[src/rtl/rvh_pmp_chk_arb.sv]
// Round-robin arbiter sharing the rvh_pmp permission-check port among MMU requesters.
// New checks are held off around pmpcfg/pmpaddr writes so no check sees a half-updated PMP.
module rvh_pmp_chk_arb #(
    parameter int REQ_COUNT    = 3,
    parameter int PADDR_WIDTH  = 56,
    parameter int REQ_ID_WIDTH = $clog2(REQ_COUNT)
) (
    input  logic                             clk,
    input  logic                             rst,
    input  logic [REQ_COUNT-1:0]             req_vld_i,
    output logic [REQ_COUNT-1:0]             req_rdy_o,
    input  logic [REQ_COUNT*PADDR_WIDTH-1:0] req_paddr_i,
    input  logic [REQ_COUNT*2-1:0]           req_access_type_i,
    input  logic [REQ_COUNT*2-1:0]           req_priv_lvl_i,
    output logic [REQ_COUNT-1:0]             resp_vld_o,
    output logic [REQ_COUNT-1:0]             resp_fail_o,
    input  logic                             pmp_cfg_update_i,
    output logic                             pmp_check_vld_o,
    output logic [PADDR_WIDTH-1:0]           pmp_check_paddr_o,
    output logic [1:0]                       pmp_check_access_type_o,
    output logic [1:0]                       pmp_priv_lvl_o,
    input  logic                             pmp_check_fail_i
);

    typedef enum logic {
        OPEN,
        BLOCK
    } blk_state_e;

    blk_state_e              blk_state;
    blk_state_e              blk_nxt;
    logic                    arb_en;
    logic [REQ_ID_WIDTH-1:0] rr_ptr;
    logic [REQ_COUNT-1:0]    hi_mask;
    logic [REQ_COUNT-1:0]    hi_req;
    logic [REQ_COUNT-1:0]    pick;
    logic [REQ_COUNT-1:0]    gnt_oh;
    logic [REQ_ID_WIDTH-1:0] gnt_idx;
    logic                    found;

    always_ff @(posedge clk or posedge rst) begin
        if (rst) begin
            blk_state <= OPEN;
        end else begin
            blk_state <= blk_nxt;
        end
    end

    // BLOCK is entered after any update cycle, so the cycle after a write is grant-free too
    always_comb begin
        blk_nxt = blk_state;
        arb_en  = 1'b0;
        unique case (blk_state)
            OPEN: begin
                if (pmp_cfg_update_i) begin
                    blk_nxt = BLOCK;
                end else begin
                    arb_en = 1'b1;
                end
            end
            BLOCK: begin
                if (!pmp_cfg_update_i) begin
                    blk_nxt = OPEN;
                end
            end
            default: blk_nxt = OPEN;
        endcase
    end

    // Prefer requests at or above rr_ptr; fall back to the lowest index to wrap
    always_comb begin
        hi_mask = '0;
        for (int k = 0; k < REQ_COUNT; k++) begin
            hi_mask[k] = (REQ_ID_WIDTH'(k) >= rr_ptr);
        end
        hi_req  = req_vld_i & hi_mask;
        pick    = (|hi_req) ? hi_req : req_vld_i;
        gnt_oh  = '0;
        gnt_idx = '0;
        found   = 1'b0;
        for (int k = 0; k < REQ_COUNT; k++) begin
            if (!found && pick[k]) begin
                found     = 1'b1;
                gnt_oh[k] = 1'b1;
                gnt_idx   = REQ_ID_WIDTH'(k);
            end
        end
    end

    assign req_rdy_o       = gnt_oh & {REQ_COUNT{arb_en & ~rst}};
    assign pmp_check_vld_o = |req_rdy_o;

    always_comb begin
        pmp_check_paddr_o       = '0;
        pmp_check_access_type_o = '0;
        pmp_priv_lvl_o          = '0;
        for (int k = 0; k < REQ_COUNT; k++) begin
            if (req_rdy_o[k]) begin
                pmp_check_paddr_o       |= req_paddr_i[k*PADDR_WIDTH +: PADDR_WIDTH];
                pmp_check_access_type_o |= req_access_type_i[k*2 +: 2];
                pmp_priv_lvl_o          |= req_priv_lvl_i[k*2 +: 2];
            end
        end
    end

    always_ff @(posedge clk or posedge rst) begin
        if (rst) begin
            rr_ptr <= '0;
        end else if (pmp_check_vld_o) begin
            if (gnt_idx == REQ_ID_WIDTH'(REQ_COUNT - 1)) begin
                rr_ptr <= '0;
            end else begin
                rr_ptr <= gnt_idx + 1'b1;
            end
        end
    end

    always_ff @(posedge clk or posedge rst) begin
        if (rst) begin
            resp_vld_o  <= '0;
            resp_fail_o <= '0;
        end else begin
            resp_vld_o  <= req_rdy_o;
            resp_fail_o <= req_rdy_o & {REQ_COUNT{pmp_check_fail_i}};
        end
    end

endmodule
[config.mk]
export PLATFORM = sky130hd
export DESIGN_NAME = rvh_pmp_chk_arb
export DESIGN_NICKNAME = d
export VERILOG_FILES = /design/src/rtl/rvh_pmp_chk_arb.sv
export SDC_FILE = /design/constraint.sdc
export NUM_CORES = 1
export LEC_CHECK = 0
export ABC_AREA = 1
export CORE_ASPECT_RATIO = 1.25
export CORE_MARGIN = 8
export CORE_UTILIZATION = 25
export DETAILED_ROUTE_END_ITERATION = 6
export GPL_TIMING_DRIVEN = 0
export PLACE_DENSITY = 0.86
export SYNTH_ARGS = -nofsm -noshare
export SYNTH_HDL_FRONTEND = slang
export SYNTH_SLANG_ARGS = --single-unit
[constraint.sdc]
create_clock -name clk -period 1.97 [get_ports clk]
set_input_delay 0.394 -clock clk [delete_from_list [all_inputs] [get_ports clk]]
set_output_delay 0.394 -clock clk [all_outputs]
set_load 0.01 [all_outputs]
==> impl_metrics.toml <==
[job]
drv_cap = 0

[clocking]
cts_hold_buf = 0
root_buffer = "clkbuf_8"
clk_latency_ns = 0.23
clkTransAtPathRegs_ns = 0.04
cts.sinks = 9
cts_max_path_buffers = 2
cts_tree = "done"
cts-buffers-inserted = 3
ctsHtreeMaxLevel = 1

[layout]
antennaDiodeCount = 0
area_delta_synth_final_pct = 182
final_cell_area_um2 = 5310
fin_nets = 796
drive_gt1_share_pct = 33.6
fillers = 536

[yosys]
synth_top_area_cell = "nand4_1"
yosysWarnings = 0
ys_async_sr_fraction_pct = 100
synth_area_leaders = "nand4_1, nand3_1, nand2_1"
synth_fp_nets = 508
ys_seq_area_share_pct = 12.0
netlist_area_um2 = 1880
synthTopCellsByCount = "nand4_1, nand2_1, nand3_1"
synth_top_area_share_pct = 39.9
synth_edf_count = 0
synth_seq_cells = 9
ys_types = 18
synth_ff_type = "dfrtp_1"
synthCells = 321
yosysMostFrequentCell = "nand4_1"
avgSynthCellArea_um2 = 5.87

[power]
p_sw_share_pct = 37.0
seq_power_share_pct = 12.5
p_leak_nw = 2.52
p_int_mw = 1.05
clockPowerShare_pct = 12.6
powerDensity_nw_per_um2 = 315
p_sw_mw = 0.619
vdd_drop_max_v = 0.000310
comb_power_share_pct = 74.8

[floorplan]
rows = 35
core_area_um2 = 7360
die_w_um = 93.6
die_area_um2 = 10600
initial_utilization_pct = 25.6
io_pins = 257
fp.dieH_um = 113

[drt]
post-route-drc-count = 0
drt_wl_total_um = 15300
num_vias = 4074
drt-initial-drc-count = 290
wl_per_cell_um = 21.9
via_per_inst = 5.82
antenna_left = 0
dr.pass1.iters = 5

[sta]
rsz0062_at_grt = "true"
clock_skew_ns = 0.00235
period_minus_slack_ns = 2.19
worst_pin_slew_ns = 0.450
drv_slew = 0
max_freq_mhz = 457
relSlewSlack_pct = 70.0
hold_violations = 0
timing.final.crit_share_pct = 111
setup_slack_ns = -0.220
setup_violations = 61

[placed_design]
placed_area_um2 = 4560
port-buffer-count = 256
preCtsSetupSlack_ns = -1.08
gp_congestion = 0.935
dpl.hpwl_um = 11000

[setup_path]
required_ns = 1.58
endpoint_kind = "output pin"
path_max_fanout = 5
path_class = "reg2out"
arrival_ns = 1.80
worstSetupStartpointType = "flip-flop"

[outcome]
status = "finished, violations left"
failed_checks = "negative setup slack"

[global_routing]
antenna_found_initial = 0
grt_overflow_total = 0
grt_pass1_wl_um = 21600
grt_pass1_vias = 4186
grt_max_degree = 12
gr-usage-all-layers_pct = 25.0

[min_path]
hp-class = "in2async"
-- placed cells by master (no fill, tap or decap), types with 4 or more instances in the layout --
cell,netlist,final
buf_2,17,39
buf_4,3,19
buf_6,5,44
buf_8,0,11
clkbuf_16,0,4
clkbuf_2,0,8
clkbuf_4,0,4
clkbuf_8,0,4
clkdlybuf4s50_1,0,187
dfrtp_1,9,9
inv_2,4,5
nand2_1,64,37
nand2_2,2,17
nand2_4,0,11
nand3_1,63,38
nand3_2,1,22
nand3_4,0,4
nand4_1,120,120
-- stage by stage --
stage | hold slack [ns] | utilization [%] | power [mW] | std cells | TNS, ns
detailed placement | 0.552 | 62.0 | 1.17 | 669 | -65.51
CTS | 0.276 | 67.0 | 1.52 | 693 | -8.21
finish | 0.134 | 72.2 | 1.67 | 700 | -8.47
global placement | 0.538 | 62.0 | 1.15 | 669 | -62.59
floorplan | 0.222 | - | 0.566 | 321 | 0
global route | 0.165 | 72.2 | 1.76 | 700 | -14.15
-- final cells by class --
class | count | area, µm² | share of cell area, %
Clock buffer | 4 | 45.0 | 0.848
Timing Repair Buffer | 284 | 2770 | 52.1
Multi-Input combinational cell | 259 | 1690 | 31.8
Sequential cell | 9 | 225 | 4.24
Inverter | 9 | 38.8 | 0.730
Tap cell | 92 | 115 | 2.17
Buffer | 43 | 428 | 8.06
-- state kept, by name, indices dropped and copies added (netlist names) --
name / cells
resp_fail_o: 3
resp_vld_o: 3
rr_ptr: 2
blk_state: 1
-- worst max-delay path: stages, from the launching register on --
cell and delay [ns]:
dfrtp_1 0.40, inv_2 0.08, nand3_2 0.09, nand2_2 0.10, nand2_4 0.08, nand3_4 0.09
inv_6 0.05, buf_12 0.12, buf_6 0.11, buf_6 0.13, nand2_2 0.07, nand3_2 0.09
buf_6 0.14
-- routing by layer --
metal	wire [µm]	track usage, %	vias up
li1	-	-	1803
met1	5400	26.2	1929
met2	7880	46.1	304
met3	1550	6.62	38
met4	501	9.12	0
met5	0	0	-
-- cells by family after synthesis --
group	count (synthesis)	share of synthesized area, %
flip-flops	9	12.0
AND/OR/NAND/NOR	255	72.4
buffers and inverters	53	14.3
AO/OA/AOI/OAI	4	1.40
-- final timing paths --
| kind | start | end | cells past startpoint | slack [ns] |
|---|---|---|---|---|
| max reg2reg | rr_ptr[0] | resp_vld_o[0] | 8 | 0.70 |
| max | rr_ptr[0] | pmp_check_paddr_o[22] | 12 | -0.22 |
| min | rst | resp_fail_o[1] | 2 | 0.13 |
| min reg2reg | rr_ptr[1] | rr_ptr[1] | 2 | 0.59 |
| max in group asynchronous | rst | resp_vld_o[0] | 2 | 1.60 |
| min in group clk | pmp_cfg_update_i | blk_state | 1 | 0.33 |
-- power groups by stage --
stage	clock network, mW	logic, mW	registers (mW)
3_5_place_dp	0	0.960	0.209
3_3_place_gp	0	0.947	0.208
5_1_grt	0.234	1.32	0.211
2_1_floorplan	0	0.358	0.209
6_report	0.211	1.25	0.210
4_1_cts	0.216	1.09	0.208
-- what timing repair did --
action                                  4_1_cts  5_1_grt
hold endpoints to repair                      0        0
endpoints found under the setup margin       64       64
resized for setup                           386       78
pin swaps                                    13       13
setup buffers                                14        3
gates cloned                                  6        5
No activity file was read; power rests on OpenSTA's default activity.
